<file path="config.mk">
export PLATFORM = sky130hd
export DESIGN_NAME = pipe_stage_reg
export DESIGN_NICKNAME = d
export VERILOG_FILES = /design/src/rtl/pipe_stage_reg.sv
export SDC_FILE = /design/constraint.sdc
export NUM_CORES = 1
export LEC_CHECK = 0
export ABC_AREA = 1
export CAP_MARGIN = 10
export CORE_AREA = 2 2 149 151
export DETAILED_ROUTE_END_ITERATION = 16
export DIE_AREA = 0 0 151 153
export DONT_BUFFER_PORTS = 1
export PLACE_DENSITY = 0.79
export REMOVE_ABC_BUFFERS = 1
export SYNTH_ARGS = -nofsm -noshare
export SYNTH_HDL_FRONTEND = slang
export SYNTH_SLANG_ARGS = --single-unit
</file>
<file path="constraint.sdc">
create_clock -name cpu_clk_50M -period 2.1 [get_ports cpu_clk_50M]
set_input_delay 0.21 -clock cpu_clk_50M [delete_from_list [all_inputs] [get_ports cpu_clk_50M]]
set_output_delay 0.21 -clock cpu_clk_50M [all_outputs]
set_load 0.01 [all_outputs]
</file>
<file path="src/rtl/pipe_stage_reg.sv">
// Generic pipeline-stage register with a 2-entry (main + skid) buffer,
// flush, HOLD/BUBBLE stall modes and a saturating bubble counter.
module pipe_stage_reg #(
    parameter int                DATA_W     = 144,
    parameter logic [DATA_W-1:0] NOP_VALUE  = {DATA_W{1'b0}},
    parameter int                STALL_MODE = 1,
    parameter int                CNT_W      = 16
) (
    input  logic              cpu_clk_50M,
    input  logic              cpu_rst,
    input  logic              flush,
    input  logic              stall,
    input  logic              in_valid,
    output logic              in_ready,
    input  logic [DATA_W-1:0] in_data,
    output logic              out_valid,
    input  logic              out_ready,
    output logic [DATA_W-1:0] out_data,
    output logic [1:0]        occupancy,
    output logic [CNT_W-1:0]  bubble_cnt
);

    localparam bit               HOLD_MODE = (STALL_MODE == 0);
    localparam logic [CNT_W-1:0] CNT_MAX   = {CNT_W{1'b1}};
    localparam logic [CNT_W-1:0] CNT_ONE   = {{(CNT_W-1){1'b0}}, 1'b1};

    logic              main_valid_q, main_valid_d;
    logic [DATA_W-1:0] main_data_q,  main_data_d;
    logic              skid_valid_q, skid_valid_d;
    logic [DATA_W-1:0] skid_data_q,  skid_data_d;
    logic [CNT_W-1:0]  bubble_q,     bubble_d;

    logic hold_stall;
    logic in_fire;
    logic out_fire;

    // Handshake: a beat transfers on a rising edge where valid && ready are both
    // high; ready never depends on valid on the same side, and a HOLD stall
    // suppresses the downstream transfer even when out_ready is high.
    always_comb begin
        hold_stall = stall && HOLD_MODE;
        in_ready   = !skid_valid_q && !stall && !flush;
        in_fire    = in_valid && in_ready;
        out_fire   = main_valid_q && out_ready && !hold_stall;

        main_valid_d = main_valid_q;
        main_data_d  = main_data_q;
        skid_valid_d = skid_valid_q;
        skid_data_d  = skid_data_q;
        bubble_d     = bubble_q;

        if (flush) begin
            main_valid_d = 1'b0;
            main_data_d  = NOP_VALUE;
            skid_valid_d = 1'b0;
            skid_data_d  = NOP_VALUE;
        end else if (!hold_stall) begin
            // BUBBLE stall reuses this path: in_ready is low, so only draining happens.
            if (!main_valid_q || out_fire) begin
                if (skid_valid_q) begin
                    main_valid_d = 1'b1;
                    main_data_d  = skid_data_q;
                    skid_valid_d = 1'b0;
                    skid_data_d  = NOP_VALUE;
                end else if (in_fire) begin
                    main_valid_d = 1'b1;
                    main_data_d  = in_data;
                end else begin
                    main_valid_d = 1'b0;
                    main_data_d  = NOP_VALUE;
                end
            end else if (in_fire) begin
                skid_valid_d = 1'b1;
                skid_data_d  = in_data;
            end
        end

        if ((flush || !hold_stall) && !main_valid_d && (bubble_q != CNT_MAX)) begin
            bubble_d = bubble_q + CNT_ONE;
        end
    end

    always_ff @(posedge cpu_clk_50M) begin
        if (cpu_rst) begin
            main_valid_q <= 1'b0;
            main_data_q  <= NOP_VALUE;
            skid_valid_q <= 1'b0;
            skid_data_q  <= NOP_VALUE;
            bubble_q     <= '0;
        end else begin
            main_valid_q <= main_valid_d;
            main_data_q  <= main_data_d;
            skid_valid_q <= skid_valid_d;
            skid_data_q  <= skid_data_d;
            bubble_q     <= bubble_d;
        end
    end

    assign out_valid  = main_valid_q;
    assign out_data   = main_data_q;
    assign occupancy  = {1'b0, main_valid_q} + {1'b0, skid_valid_q};
    assign bubble_cnt = bubble_q;

endmodule

</file>
==> PnR_summary.wiki <==
{| class="wikitable"
! Metric !! Value
|-
| Critical Path Slowest Stage Cell || buf_12
|-
| CP Launch Point || out_valid$_SDFF_PP0_
|-
| Half-perimeter wire length of the detailed placement result || 19.7 mm
|-
| GPL Wtd Cong || 0.797
|-
| Req. time, crit path || 2.56 ns
|-
| Type of the most critical hold path || in2reg
|-
| Starting utilization of the core area || 59.2%
|-
| Worst clock skew || 0.00919 ns
|-
| Setup crit end kind || register
|-
| Critical path start-end classification || reg2reg
|-
| Crit-path max cell delay || 0.47 ns
|-
| Pleak || 5.69 nW
|-
| Cell breakdown of the critical path || inv_1 > nor2_4 > buf_12 > nand2_1 > o21ai_0 > a21oi_1 > nor2_1
|-
| Reg-to-Reg End || out_data[134]$_SDFFE_PP0P_
|-
| Total GRT Usage || 29.4%
|-
| Final antenna-violating net count || 0
|-
| Core Region || 0.0215 mm^2
|-
| Synth unique cells || 29
|-
| Maximum level of the CTS H-tree || 1
|-
| Relative slew slack || 38.4%
|-
| TritonCTS clock tree || done
|-
| Post-synthesis to final-layout area growth || 20.5%
|-
| Via count of the first global-routing pass || 11785
|-
| Cell with the most instances after synthesis || nand2_1
|-
| Setup repair after global routing missed its margin || no
|-
| Clock edge transition at the registers on the reported setup and hold paths || 0.07 ns
|-
| Share of synthesized registers carrying an async set or reset || 0%
|-
| Total iterations of the first detailed-routing run || 6
|-
| Worst Path Arrival || 2.22 ns
|-
| Largest net degree at the start of global routing || 159
|-
| Share of post-route cells with drive strength above 1 || 4.38%
|-
| Root Driver || clkbuf_16
|-
| Flop-to-flop setup slack || 0.34 ns
|-
| Synth Area per Inst || 7.00 um^2
|-
| Logic depth of the worst register-to-register path || 7
|-
| Most used standard cells in the synthesized netlist || 655 x nand2_1, 306 x dfxtp_1, 186 x nor2_1
|-
| Antenna violations before repair || 0
|-
| Overall die height || 153 um
|-
| Iter 0 DRT Violations || 928
|-
| Drt via density || 5.63
|-
| EDFF count, synth || 0
|-
| Top achievable clock speed || 568 MHz
|-
| Final setup violation count || 0
|-
| Die extent in x || 151 um
|-
| Total power density per cell area || 774 mW/mm^2
|-
| DIE AREA || 0.0231 mm^2
|-
| Worst Setup EP || out_data[134]$_SDFFE_PP0P_
|-
| Largest fanout on the critical path || 128
|-
| Startpoint of the lowest-slack register-to-register path || out_valid$_SDFF_PP0_
|-
| YS warnings || 0
|-
| Hold Fails Final Rpt || 0
|-
| Number of ports placed on the die boundary || 314
|-
| Global-route wire length before repair || 56.7 mm
|-
| Placement row count || 54
|-
| Average detailed-routed wire length per instance || 16.3 um
|-
| Count of antenna diodes in the layout || 0
|-
| Number of nets at the end of the flow || 2046
|-
| Port-buffer cells || 0
|-
| Sink Count || 306
|-
| Number of max-slew violations in the final report || 0
|-
| Area share of the largest cell type after synthesis || 48.2%
|-
| Flops & latches, synth || 306
|-
| Clock latency of the later-clocked register in the worst-skew pair || 0.55 ns
|-
| Maximum capacitance violations || 0
|-
| Detailed-route wire length || 35.9 mm
|-
| Slew @ Worst Pin || 0.924 ns
|-
| Run status || finished, final reports clean
|-
| Remaining Overflow, GRT || 0
|-
| DRC violation count after routing || 0
|-
| Netlist area before placement || 0.0127 mm^2
|-
| Maximum count of clock buffers along a single path || 3
|-
| Dominant cell type by area after synthesis || dfxtp_1
|-
| Routed vias || 12379
|-
| Number of CTS-inserted buffers || 30
|-
| Max rail drop VDD || 0.000612 V
|-
| Post CTS Setup Buffer Count || 0
|-
| Worst setup SP type || register
|-
| Mapped Cells || 1817
|-
| Layout Utilization || 71.3%
|-
| Proportion of synthesized chip area in sequential cells || 48.2%
|-
| Share of the clock period used by the worst path after layout || 83.8%
|-
| Minimum clock period after layout || 1.76 ns
|-
| Most used flip-flop cell after synthesis || dfxtp_1
|-
| Minimum hold slack || 0.0334 ns
|-
| Top cells by area, synth || dfxtp_1 48%, nand2_1 19%, nor2_1 5.5%
|}
[layout make-up]
type | count | area [um^2]
Clock buffer | 45 | 898
Multi-Input combinational cell | 1209 | 5380
Timing Repair Buffer | 167 | 1800
Tap cell | 280 | 350
Inverter | 180 | 681
Sequential cell | 306 | 6130
Clock inverter | 10 | 82.6
Fill cell | 1572 | 6170
[critical path: cells and delay by family (launching register included)]
family / cells / cell delay [ns]
AOI/OAI and AO/OA: 2 / 0.18
buffers and inverters: 2 / 0.58
DFF: 1 / 0.46
and+or+nand+nor: 3 / 0.44
[per-stage QoR]
| step | setup slack (ns) | instances | TNS (ns) | area, um^2 | total power, mW |
|---|---|---|---|---|---|
| final | 0.339 | 2197 | 0 | 15300 | 11.9 |
| after CTS | 0.375 | 2197 | 0 | 15300 | 11.9 |
| after global placement | 0.443 | 1997 | 0 | 12900 | 6.44 |
| after detailed placement | 0.401 | 1997 | 0 | 12900 | 6.44 |
| after floorplan | -3.55 | 1695 | -864.23 | 12200 | 6.29 |
| after global routing | 0.199 | 2197 | 0 | 15300 | 12.2 |
[cell usage in the layout, fill, tap and decap left out, types with 2 or more instances in the layout]
master,n
nand2_1,655
dfxtp_1,306
nor2_1,186
inv_1,174
dlygate4sd3_1,145
o21ai_0,116
a31oi_1,98
a21oi_1,44
clkbuf_16,31
o31ai_1,30
o22ai_1,16
o221ai_1,16
buf_12,15
o21ai_1,14
nand3_1,10
nand4_1,7
clkbuf_8,7
clkbuf_1,7
buf_4,7
clkinv_2,6
nor2_4,5
inv_2,4
xor2_1,3
clkinvlp_4,3
xnor2_1,2
inv_4,2
ha_1,2
[metal layers]
| layer | up-vias | GRT usage (%) | part of all wire (%) |
|---|---|---|---|
| met5 | - | 0 | 0 |
| met4 | 0 | 11.6 | 3.5 |
| met2 | 617 | 49.6 | 47 |
| li1 | 5918 | - | - |
| met1 | 5733 | 35.3 | 38 |
| met3 | 111 | 8.09 | 11 |
[flip-flops by register name, indices dropped and copies added (netlist names)]
signal	count
out_valid	1
skid_data_q	144
skid_valid_q	1
bubble_cnt	16
out_data	144
[report_power, final]
part,total [mW],internal [mW],switching [mW]
Sequential,5.89,5.84,0.0500
Clock,5.30,3.07,2.24
Combinational,0.659,0.283,0.376
Total,11.9,9.19,2.67
[timing repair]
action	CTS	global route
hold buffers	145	0
resized for setup	0	0
hold endpoints to repair	305	0
[logic make-up (layout without fill, tap and decap cells)]
family	after synthesis	in the layout	synth area share (%)
flops	306	306	48.2
fa+ha+maj	2	2	0.197
buf+inv	302	402	9.65
compound gates	335	335	15.5
xor+xnor	5	5	0.344
simple gates	867	867	26.2
[worst min path at each step]
stage               startpoint                             to  cells past startpoint
floorplan              cpu_rst    bubble_cnt[10]$_SDFFE_PP0P_                      1
global placement       cpu_rst     bubble_cnt[7]$_SDFFE_PP0P_                      1
detailed placement     cpu_rst     bubble_cnt[7]$_SDFFE_PP0P_                      1
CTS                    cpu_rst  skid_data_q[142]$_SDFFE_PP0P_                      5
global route           cpu_rst  skid_data_q[142]$_SDFFE_PP0P_                      5
finish                 cpu_rst  skid_data_q[142]$_SDFFE_PP0P_                      5
(Power assumes the default switching activity.)
